<file path="src/rtl/writeback_arbiter_pkg.sv">
// ============================================================================
//  Module      : writeback_arbiter_pkg
//  Description : Shared register-file constants and helpers for the writeback path.
//  Revision    : 1.0
// ============================================================================
`default_nettype none

package writeback_arbiter_pkg;

    localparam int REG_ADDR_W = 5;
    localparam int NUM_REGS   = 32;

    typedef logic [REG_ADDR_W-1:0] reg_addr_t;

    // x0 is hardwired, so it never appears as a pending destination.
    function automatic logic [NUM_REGS-1:0] rd_onehot(input reg_addr_t rd);
        logic [NUM_REGS-1:0] v;
        v = '0;
        if (rd != '0) begin
            v[rd] = 1'b1;
        end
        return v;
    endfunction

endpackage

`default_nettype wire

</file>
<file path="src/rtl/writeback_arbiter_wb_fifo.sv">
// ============================================================================
//  Module      : wb_fifo
//  Description : Synchronous load-result FIFO exposing per-slot valid bits and rd fields.
//  Revision    : 1.0
// ============================================================================
`default_nettype none

module wb_fifo
    import writeback_arbiter_pkg::*;
#(
    parameter int DEPTH   = 4,
    parameter int ENTRY_W = REG_ADDR_W + 32
) (
    input  logic                               clk,
    input  logic                               reset,
    input  logic                               i_push,
    input  logic [ENTRY_W-1:0]                 i_push_entry,
    input  logic                               i_pop,
    output logic [ENTRY_W-1:0]                 o_head,
    output logic                               o_full,
    output logic                               o_empty,
    output logic [DEPTH-1:0]                   o_entry_valid,
    output logic [DEPTH-1:0][REG_ADDR_W-1:0]   o_entry_rd
);

    localparam int c_ptr_w = $clog2(DEPTH);
    localparam int c_cnt_w = c_ptr_w + 1;

    logic [DEPTH-1:0][ENTRY_W-1:0] r_mem;
    logic [c_ptr_w-1:0]            r_wr_ptr;
    logic [c_ptr_w-1:0]            r_rd_ptr;
    logic [c_cnt_w-1:0]            r_count;
    logic                          w_push;
    logic                          w_pop;

    assign o_full  = (r_count == c_cnt_w'(DEPTH));
    assign o_empty = (r_count == '0);
    assign o_head  = r_mem[r_rd_ptr];
    assign w_push  = i_push && !o_full;
    assign w_pop   = i_pop && !o_empty;

    // DEPTH is a power of two, so pointer overflow is the modulo wrap.
    always_ff @(posedge clk) begin
        if (reset) begin
            r_wr_ptr <= '0;
            r_rd_ptr <= '0;
            r_count  <= '0;
        end else begin
            if (w_push) begin
                r_mem[r_wr_ptr] <= i_push_entry;
                r_wr_ptr        <= r_wr_ptr + 1'b1;
            end
            if (w_pop) begin
                r_rd_ptr <= r_rd_ptr + 1'b1;
            end
            case ({w_push, w_pop})
                2'b10:   r_count <= r_count + 1'b1;
                2'b01:   r_count <= r_count - 1'b1;
                default: r_count <= r_count;
            endcase
        end
    end

    for (genvar g = 0; g < DEPTH; g++) begin : g_slot
        logic [c_ptr_w-1:0] w_offset;
        assign w_offset         = c_ptr_w'(g) - r_rd_ptr;
        assign o_entry_valid[g] = ({1'b0, w_offset} < r_count);
        assign o_entry_rd[g]    = r_mem[g][ENTRY_W-1 -: REG_ADDR_W];
    end

endmodule

`default_nettype wire

</file>
<file path="src/rtl/writeback_arbiter.sv">
// ============================================================================
//  Module      : writeback_arbiter
//  Description : Merges ALU and queued load results onto the single regfile write port.
//  Revision    : 1.0
// ============================================================================
`default_nettype none

module writeback_arbiter
    import writeback_arbiter_pkg::*;
#(
    parameter int WIDTH    = 32,
    parameter int DEPTH    = 4,
    parameter int MAX_WAIT = 3
) (
    input  logic                  clk,
    input  logic                  reset,
    input  logic                  i_alu_valid,
    input  logic [REG_ADDR_W-1:0] i_alu_rd,
    input  logic [WIDTH-1:0]      i_alu_data,
    output logic                  o_alu_stall,
    input  logic                  i_ld_valid,
    output logic                  o_ld_ready,
    input  logic [REG_ADDR_W-1:0] i_ld_rd,
    input  logic [WIDTH-1:0]      i_ld_data,
    output logic                  o_regwrite,
    output logic [REG_ADDR_W-1:0] o_rd,
    output logic [WIDTH-1:0]      o_write_data,
    output logic [NUM_REGS-1:0]   o_pending_mask
);

    typedef struct packed {
        reg_addr_t        rd;
        logic [WIDTH-1:0] data;
    } entry_t;

    localparam int                c_wait_w   = $clog2(MAX_WAIT + 1);
    localparam logic [c_wait_w-1:0] c_wait_max = c_wait_w'(MAX_WAIT);

    entry_t                         w_head;
    entry_t                         w_push_entry;
    logic                           w_full;
    logic                           w_empty;
    logic [DEPTH-1:0]               w_entry_valid;
    logic [DEPTH-1:0][REG_ADDR_W-1:0] w_entry_rd;
    logic                           w_alu_eff;
    logic                           w_force;
    logic                           w_alu_win;
    logic                           w_pop;
    logic                           w_push;
    logic [NUM_REGS-1:0]            w_mask;

    logic [c_wait_w-1:0]            r_wait_cnt;
    logic                           r_regwrite;
    reg_addr_t                      r_rd;
    logic [WIDTH-1:0]               r_write_data;

    assign w_push_entry = '{rd: i_ld_rd, data: i_ld_data};
    assign o_ld_ready   = !reset && !w_full;
    assign w_push       = i_ld_valid && o_ld_ready;

    wb_fifo #(
        .DEPTH   (DEPTH),
        .ENTRY_W ($bits(entry_t))
    ) u_fifo (
        .clk           (clk),
        .reset         (reset),
        .i_push        (w_push),
        .i_push_entry  (w_push_entry),
        .i_pop         (w_pop),
        .o_head        (w_head),
        .o_full        (w_full),
        .o_empty       (w_empty),
        .o_entry_valid (w_entry_valid),
        .o_entry_rd    (w_entry_rd)
    );

    // An ALU result aimed at x0 is swallowed here and never competes for the port.
    assign w_alu_eff   = i_alu_valid && (i_alu_rd != '0);
    assign w_force     = !w_empty && (r_wait_cnt == c_wait_max);
    assign w_alu_win   = !w_force && w_alu_eff;
    assign w_pop       = w_force || (!w_alu_eff && !w_empty);
    assign o_alu_stall = w_force && w_alu_eff;

    always_ff @(posedge clk) begin
        if (reset) begin
            r_wait_cnt   <= '0;
            r_regwrite   <= 1'b0;
            r_rd         <= '0;
            r_write_data <= '0;
        end else begin
            if (w_empty || w_pop) begin
                r_wait_cnt <= '0;
            end else if (r_wait_cnt != c_wait_max) begin
                r_wait_cnt <= r_wait_cnt + 1'b1;
            end

            if (w_alu_win) begin
                r_regwrite   <= 1'b1;
                r_rd         <= i_alu_rd;
                r_write_data <= i_alu_data;
            end else if (w_pop) begin
                r_regwrite   <= (w_head.rd != '0);
                r_rd         <= w_head.rd;
                r_write_data <= w_head.data;
            end else begin
                r_regwrite   <= 1'b0;
            end
        end
    end

    always_comb begin
        w_mask = '0;
        for (int i = 0; i < DEPTH; i++) begin
            if (w_entry_valid[i]) begin
                w_mask = w_mask | rd_onehot(w_entry_rd[i]);
            end
        end
    end

    assign o_regwrite     = r_regwrite;
    assign o_rd           = r_rd;
    assign o_write_data   = r_write_data;
    assign o_pending_mask = w_mask;

endmodule

`default_nettype wire

</file>
<file path="config.mk">
export PLATFORM = sky130hd
export DESIGN_NAME = writeback_arbiter
export DESIGN_NICKNAME = d
export VERILOG_FILES = /design/src/rtl/writeback_arbiter_pkg.sv /design/src/rtl/writeback_arbiter_wb_fifo.sv /design/src/rtl/writeback_arbiter.sv
export SDC_FILE = /design/constraint.sdc
export NUM_CORES = 1
export LEC_CHECK = 0
export CAP_MARGIN = 20
export CELL_PAD_IN_SITES_DETAIL_PLACEMENT = 0
export CELL_PAD_IN_SITES_GLOBAL_PLACEMENT = 1
export CORE_MARGIN = 2
export CORE_UTILIZATION = 30
export DETAILED_ROUTE_END_ITERATION = 6
export PLACE_DENSITY_LB_ADDON = 0.1
export SYNTH_ARGS = -nofsm -noshare
export SYNTH_HDL_FRONTEND = slang
export SYNTH_SLANG_ARGS = --single-unit
</file>
<file path="constraint.sdc">
create_clock -name clk -period 7.1 [get_ports clk]
set_clock_uncertainty 0.15 [all_clocks]
set_input_delay 1.065 -clock clk [delete_from_list [all_inputs] [get_ports clk]]
set_output_delay 1.065 -clock clk [all_outputs]
set_load 0.005 [all_outputs]
</file>
==> run metrics <==
Relative slew margins=0.287; Data arrival, critical path=3930 ps; GRT met3 Usage=0.0364; number of hold violations in the final report=0; number of unique standard cell types used by synthesis=46; max-cap violation count=0; WS Path Type=reg2out; GR Util met1=0.233; GR met2 Demand/Resource=0.289; maximum root-to-sink buffer count=2; Worst-path clk slew=70 ps; share of cells above drive strength 1=0.112; maximum VDD drop=129 uV; power share of the sequential group=0.427; first-pass iteration count of the detailed router=5; outcome=complete, no violations; Power Dens Cells=312 nW/um2; net switching power=1.13 mW; warning count from the yosys run=0; clock network fraction of total power=0.284; worst setup slack for register-to-register paths=4320 ps; leakage component of the power=3.65 nW; Post-CTS Hold Fix Bufs=0; timing-limited maximum frequency=0.194 GHz; drt initial violations=509; Post-Syn Area=8590 um2; slew at the pin closest to its max-slew limit=1070 ps; TritonCTS clock tree=yes; cell count after synthesis=633; DRC viols=0; num rows=61; Die X=173 um; setup total negative slack=0 ps; Critical Path Start Type=flip-flop; critical-path maximum fanout=42; root cell of the clock tree=sky130_fd_sc_hd__clkbuf_16; Clock Sink Count=195; TritonCTS Buffers=17; final WL=25.9 mm; final number of max-transition violations=0; post-detailed-route via-to-cell ratio=5.22; switch share=0.325; final clock period utilization by the worst path=0.725; Setup Viol. Count Final=0; Cells after DPL=1,126; flip-flop and latch count after synthesis=195; global-route wire length before repair=39.1 mm; DIE HEIGHT=173 um; via count=6,065; Mean Syn Cell Area=13.6 um2; time the worst path needs with I/O delays and setup=5150 ps; final setup slack of the worst path=1950 ps; async set or reset register ratio after synthesis=0; crit path capture type=output port; Net Count, Synth=722; sequential fraction of the synthesis area=0.627; Fin Hold WS=293 ps; unrepaired setup endpoints after global routing=false; H-Tree Depth=4; Floorplan Core Area=28,000 um2; HPWL after detailed placement=17.6 mm; number of port buffers=148; initial antenna violation count=1; number of enable flip-flop cells after synthesis=148; die footprint=30,000 um2; Hold/Removal Path Class=reg2reg; average wire length per cell after detail routing=22.3 um; placement-stage cell area=10,400 um2; routability congestion estimate=0.860; synthesis-to-layout area growth=29.6%; number of standard cells in the layout, taps in and fillers out=1,162; post-route design area=11,100 um2; busiest layer in global routing=met2; Power Internal=2.34 mW; number of global-route vias before repair=6,231; starting density of the core=0.307; worst skew pair latency=440 ps; Final Net Count=859; aggregate global-route resource usage=0.174; Gate power share=0.288; post-detailed-route count of antenna-violating nets=0; required time of the critical path=5880 ps; post-placement setup slack=2370 ps; overflow left after global routing=0; pin count of the biggest net entering global routing=52; Boundary Pins=150; Post CTS Setup Buffer Count=0; PostCTS Resize Cnt=0; top flip-flop cell by instance count after synthesis=sky130_fd_sc_hd__edfxtp_1
[cell usage in the layout (no fill, tap or decap), drive strengths merged, types with 2 or more instances in the layout]
cell type	n
a211oi	12
a211o	6
o21ai	4
nand2b	12
o31ai	2
buf	10
o32ai	3
o22ai	50
or3	4
nor2	74
and2	5
a221o	25
clkbuf	17
nand2	33
edfxtp	148
mux2i	12
dfxtp	47
nand3	12
nor3	26
or2	2
o211ai	3
a21oi	7
and3	5
mux4	37
ha	10
clkinv	6
or4	2
nor2b	17
xnor2	3
o21bai	5
xor2	2
a311oi	2
inv	22
clkdlybuf4s50	147
[per-stage QoR]
step | power [mW] | utilization
final | 3.47 | 0.397
after CTS | 3.50 | 0.395
after detailed placement | 2.50 | 0.373
after global routing | 3.66 | 0.397
after global placement | 2.48 | 0.373
after floorplan | 2.05 | -
[kinds of logic (layout without fill, tap and decap cells)]
logic type      after synthesis  in the layout  synth area share
simple gates                195            195             0.106
mux                          49             49             0.111
other cells                   1              2          0.000437
flops                       195            195             0.627
compound gates              125            125             0.108
buf+inv                      52            202            0.0255
xor+xnor                      5              5           0.00510
fa+ha+maj                    11             11            0.0169
[layout make-up]
type / instances / area [um2]
Fill cell: 2679 / 16900
Tap cell: 378 / 473
Sequential cell: 195 / 5390
Antenna cell: 1 / 2.50
Inverter: 13 / 48.8
Timing Repair Buffer: 157 / 1580
Multi-Input combinational cell: 386 / 3010
Clock buffer: 17 / 425
Clock inverter: 15 / 194
[worst max-delay path: stages (launching register included)]
cell and delay (ps):
sky130_fd_sc_hd__dfxtp_4 920, sky130_fd_sc_hd__xnor2_1 230, sky130_fd_sc_hd__inv_1 70, sky130_fd_sc_hd__ha_1 270, sky130_fd_sc_hd__a21oi_1 140, sky130_fd_sc_hd__o21bai_1 760, sky130_fd_sc_hd__nor2_1 240, sky130_fd_sc_hd__a221o_1 410
sky130_fd_sc_hd__clkdlybuf4s50_1 450
[per-layer routing]
layer / vias up / routed length, um
li1: 2758 / -
met1: 3056 / 11400
met2: 220 / 12700
met3: 31 / 1410
met4: 0 / 431
met5: - / 0
[worst paths after layout]
check / end / cells past startpoint / from
worst min register to register: r_wait_cnt[0] / 1 / r_wait_cnt[0]
worst max register to register: u_fifo.r_count[2] / 9 / u_fifo.r_count[2]
worst max-delay path: o_pending_mask[4] / 8 / u_fifo.r_rd_ptr[0]
worst min-delay path: r_wait_cnt[0] / 1 / r_wait_cnt[0]
[synth_stat cells, drive strengths merged (3+ instances only)]
| cell | n | area, um2 |
|---|---|---|
| edfxtp | 148 | 4440 |
| nor2 | 74 | 278 |
| o22ai | 50 | 313 |
| dfxtp | 47 | 941 |
| mux4 | 37 | 833 |
| nand2 | 33 | 124 |
| nor3 | 26 | 130 |
| a221o | 25 | 250 |
| clkbuf | 21 | 78.8 |
| buf | 18 | 91.3 |
| nor2b | 17 | 106 |
| inv | 13 | 48.8 |
| a211oi | 12 | 90.1 |
| mux2i | 12 | 120 |
| nand2b | 12 | 75.1 |
| nand3 | 12 | 60.1 |
| ha | 10 | 125 |
| a21oi | 7 | 35.0 |
| a211o | 6 | 52.6 |
| and2 | 5 | 31.3 |
| and3 | 5 | 31.3 |
| o21bai | 5 | 37.5 |
| o21ai | 4 | 20.0 |
| or3 | 4 | 25.0 |
| o211ai | 3 | 22.5 |
| o32ai | 3 | 26.3 |
| xnor2 | 3 | 26.3 |
[power groups by stage]
stage | clock, mW | combinational (mW) | sequential (mW)
after global placement | 0 | 0.974 | 1.51
after CTS | 1.02 | 0.992 | 1.49
final | 0.986 | 1.00 | 1.48
after floorplan | 0 | 0.629 | 1.42
after detailed placement | 0 | 0.985 | 1.52
after global routing | 1.06 | 1.09 | 1.51
[registers in the layout, summed over array words and instances (netlist names)]
| register | count |
|---|---|
| r_wait_cnt | 2 |
| o_rd | 5 |
| o_write_data | 32 |
| u_fifo.r_count | 3 |
| o_regwrite | 1 |
| u_fifo.o_entry_rd | 20 |
| u_fifo.r_wr_ptr | 2 |
| u_fifo.r_mem | 128 |
| u_fifo.r_rd_ptr | 2 |
Power figures use the tool's default switching activity.
